File: src/rtl/sub_pkg.sv
// rtl/sub_pkg.sv - shared constants and FSM encodings for the bit-serial subtractor
package sub_pkg;
   localparam int N_DEF = 4;

   typedef enum logic [1:0] {
      IDLE = 2'd0,
      RUN  = 2'd1,
      DONE = 2'd2
   } state_t;
endpackage

File: src/rtl/fs.sv
// rtl/fs.sv - one-bit full subtractor cell
module fs (
   input  logic a,
   input  logic b,
   input  logic bin,
   output logic d,
   output logic bout
);
   assign d    = a ^ b ^ bin;
   assign bout = (~a & b) | (~(a ^ b) & bin);
endmodule

File: src/rtl/serial_sub.sv
// rtl/serial_sub.sv - bit-serial N-bit subtractor, LSB first, one bit per clock
module serial_sub
   import sub_pkg::*;
#(
   parameter int N = N_DEF
) (
   input  logic         clk,
   input  logic         rst_n,
   input  logic         start,
   input  logic [N-1:0] a,
   input  logic [N-1:0] b,
   input  logic         bin,
   output logic         busy,
   output logic         done,
   output logic [N-1:0] diff,
   output logic         bout
);
   localparam int CW = (N > 1) ? $clog2(N) : 1;
   localparam logic [CW-1:0] LAST = CW'(N - 1);

   state_t         state, state_nx;
   logic [CW-1:0]  cnt;
   logic           br;
   logic [N-1:0]   a_sh, b_sh, diff_sh;
   logic           bout_r;
   logic           d_bit, br_nx;
   logic           load;

   fs u_fs (
      .a    (a_sh[0]),
      .b    (b_sh[0]),
      .bin  (br),
      .d    (d_bit),
      .bout (br_nx)
   );

   always_ff @(posedge clk or negedge rst_n) begin
      if (!rst_n) state <= IDLE;
      else        state <= state_nx;
   end

   always_comb begin
      state_nx = state;
      busy     = 1'b0;
      done     = 1'b0;
      load     = 1'b0;
      case (state)
         IDLE: begin
            if (start) begin
               load     = 1'b1;
               state_nx = RUN;
            end
         end
         RUN: begin
            busy = 1'b1;
            if (cnt == LAST) state_nx = DONE;
         end
         DONE: begin
            done = 1'b1;
            // A start here is a back-to-back request: the done pulse still goes out.
            if (start) begin
               load     = 1'b1;
               state_nx = RUN;
            end else begin
               state_nx = IDLE;
            end
         end
         default: state_nx = IDLE;
      endcase
   end

   always_ff @(posedge clk or negedge rst_n) begin
      if (!rst_n) begin
         a_sh    <= '0;
         b_sh    <= '0;
         diff_sh <= '0;
         cnt     <= '0;
         br      <= 1'b0;
         bout_r  <= 1'b0;
      end else if (load) begin
         a_sh <= a;
         b_sh <= b;
         br   <= bin;
         cnt  <= '0;
      end else if (state == RUN) begin
         // Result bits enter at the MSB so bit 0 settles at diff[0] after N shifts.
         a_sh    <= a_sh >> 1;
         b_sh    <= b_sh >> 1;
         diff_sh <= {d_bit, diff_sh[N-1:1]};
         br      <= br_nx;
         cnt     <= cnt + 1'b1;
         if (cnt == LAST) bout_r <= br_nx;
      end
   end

   assign diff = diff_sh;
   assign bout = bout_r;
endmodule
File: config.mk
export PLATFORM = sky130hd
export DESIGN_NAME = serial_sub
export DESIGN_NICKNAME = d
export VERILOG_FILES = /design/src/rtl/sub_pkg.sv /design/src/rtl/fs.sv /design/src/rtl/serial_sub.sv
export SDC_FILE = /design/constraint.sdc
export NUM_CORES = 1
export LEC_CHECK = 0
export ABC_AREA = 1
export CORE_MARGIN = 2
export CORE_UTILIZATION = 45
export CTS_CLUSTER_SIZE = 24
export DETAILED_ROUTE_END_ITERATION = 12
export PLACE_DENSITY = 0.72
export SYNTH_ARGS = -nofsm -noshare
export SYNTH_HDL_FRONTEND = slang
export SYNTH_SLANG_ARGS = --single-unit
File: constraint.sdc
create_clock -name clk -period 1.55 [get_ports clk]
set_input_delay 0.31 -clock clk [delete_from_list [all_inputs] [get_ports clk]]
set_output_delay 0.31 -clock clk [all_outputs]
set_load 0.02 [all_outputs]
==> impl_metrics.ini <==
[routing]
viasPerCell = 4.85
wire_per_inst_um = 11.2
drt-initial-drc-count = 17
drt_wl_total_um = 1670
first_pass_iters = 4
ant_nets = 0
drc = 0
dr_total_vias = 722

[final_layout]
fin_area_um2 = 1100
syn_to_final_growth_pct = 26.3
layout-drive-gt1-share_pct = 12.9
insertedDiodeCount = 0
final_cells = 149
num-fill-cells = 171
fin_nets = 139
fin_util_pct = 61.8

[global_routing]
grt_pass1_vias = 624
grt_overflow = 0
grt_pass1_wl_um = 2640
grt_max_degree = 19
grt_use_total_pct = 17.6
grt_antenna_before_repair = 0

[power]
p_total_mw = 2.21
power_density_nw_per_um2 = 2010
p_leak_nw = 0.567
peakVddDrop_mv = 1.12

[synth]
synthSimpleGateAreaFrac_pct = 29.0
synth_nets = 115
ys.warnings.count = 0
ys_seq_elements = 18
yosys.cell_types.count = 16
synthAdderAreaFrac_pct = 3.73
ys_seq_area_share_pct = 51.6
synth_top_family_by_area = simple AND/OR/NAND/NOR gates
synth_compound_area_share_pct = 4.59
syn_area_um2 = 872
netlist_instances = 101
syn_avg_cell_area_um2 = 8.63
synthXorXnorAreaFrac_pct = 0
synthMuxAreaShare_pct = 0

[place]
gp_congestion = 0.774
dp_hpwl_um = 1210
dp.cells = 144
portBuffers = 18
place_area_um2 = 1070
pre_cts_ws_ns = 0.0610

[hold_path]
hold_path.class = in2async

[sta]
worst_slack_ns = 0.0683
slew_violations = 0
finalHoldViolations = 0
slew_headroom_pct = 81.6
setup_viol = 0
worst_slew_pin_slew_ns = 0.274
hold_ws_ns = 0.332
max_clock_freq_ghz = 0.675
tns_ns = 0
rsz0062_at_grt = false
finalClockSkew_ns = 0.00255
period_needed_ns = 1.48
finalCritPeriodShare_pct = 95.6

[setup_path]
end_kind = output port
crit_fanout = 5
critical_path_class = reg2out
start_kind = flip-flop
arrival_ns = 1.17
worstPathRequired_ns = 1.24

[floorplan]
rows = 15
coreArea_um2 = 1780
initial_core_util_pct = 48.9
io_pins = 19
dieArea_um2 = 2310
dieWidth_um = 48.0
die_h_um = 48.0

[run]
max-cap-violations = 0

[clock_network]
postCtsHoldBufs = 0
h-tree-depth = 1
cts_tree = built
clk_pin_slew_ns = 0.10
numCtsBuffers = 3
cts_root_buf = clkbuf_4
clockBufferDepth = 2
cts_sinks = 18
clock_latency_ns = 0.30

[status]
status = finished, final reports clean
-- critical path: stages, from the launching register on --
cell and delay [ns]:
dfrtp_1 0.42, inv_4 0.07, nor2_4 0.08, clkdlybuf4s15_1 0.30
-- path summary, 6_finish.rpt --
kind / start / end / slack [ns] / cells past startpoint
min in group clk: diff[0]$_DFFE_PN0P_ / diff[0]$_DFFE_PN0P_ / 0.50 / 2
max in group asynchronous: rst_n / state[1]$_DFFE_PN0P_ / 1.03 / 2
setup / recovery: state[0]$_DFFE_PN0P_ / busy / 0.07 / 3
hold / removal: rst_n / cnt[0]$_DFFE_PN0P_ / 0.33 / 2
setup reg to reg: state[0]$_DFFE_PN0P_ / b_sh[0]$_DFFE_PN0P_ / 0.23 / 6
hold reg to reg: diff[0]$_DFFE_PN0P_ / diff[0]$_DFFE_PN0P_ / 0.50 / 2
-- area by class of cell --
class | instances | area (um2) | share of cell area (%)
Inverter | 13 | 51.3 | 4.66
Clock buffer | 4 | 36.3 | 3.30
Timing Repair Buffer | 23 | 206 | 18.7
Multi-Input combinational cell | 66 | 325 | 29.5
Sequential cell | 18 | 450 | 40.9
Tap cell | 25 | 31.3 | 2.84
-- repair_timing --
| item | 4_1_cts | 5_1_grt |
|---|---|---|
| setup endpoints to repair | 7 | 2 |
| resized for setup | 8 | 2 |
| pin swaps | 0 | 0 |
| setup buffers | 0 | 1 |
-- cells in the mapped netlist --
cell / number / area, um2
inv_1: 11 / 41.3
fa_1: 1 / 20.0
nor2_1: 9 / 33.8
inv_4: 1 / 6.26
inv_2: 1 / 3.75
nand3b_1: 3 / 22.5
o21ai_0: 7 / 35.0
buf_6: 4 / 45.0
nor2_2: 1 / 6.26
nand2_2: 2 / 12.5
nor2_4: 1 / 11.3
nand3_1: 13 / 65.1
a21oi_1: 1 / 5.00
nand2_1: 27 / 101
ha_1: 1 / 12.5
dfrtp_1: 18 / 450
-- report_power, final --
group / switching [mW] / internal, mW / leakage [nW]
Sequential: 0.121 / 0.697 / 0.222
Clock: 0.151 / 0.143 / 0.0210
Combinational: 0.673 / 0.429 / 0.324
Total: 0.946 / 1.27 / 0.567
-- layer usage --
metal	vias up	routed length (um)	global-route usage, %
li1	359	-	-
met1	333	788	24.1
met2	25	727	24.5
met3	5	106	4.53
met4	0	45	11.4
met5	-	0	0
-- state kept, by name, summed over array words and instances, names as in the netlist --
| signal | flops |
|---|---|
| a_sh | 4 |
| b_sh | 4 |
| state | 2 |
| cnt | 2 |
| diff | 4 |
| br | 1 |
| bout | 1 |
-- cells by family after synthesis --
logic type | after synthesis
compound gates | 8
fa+ha+maj | 2
buf+inv | 17
flops | 18
simple gates | 56
-- cells in the final DEF, fill, tap and decap left out --
cell	netlist	layout
a21oi_1	1	1
buf_4	0	5
clkbuf_2	0	1
clkbuf_4	0	3
clkbuf_8	0	1
clkdlybuf4s15_1	0	1
clkdlybuf4s50_1	0	11
dfrtp_1	18	18
dlygate4sd2_1	0	5
fa_1	1	1
ha_1	1	1
inv_1	11	11
inv_2	1	1
inv_4	1	1
nand2_1	27	27
nand2_2	2	2
nand3_1	13	13
nand3b_1	3	3
nor2_1	9	9
nor2_2	1	1
nor2_4	1	1
o21ai_0	7	7
No activity file was read; power rests on OpenSTA's default activity.
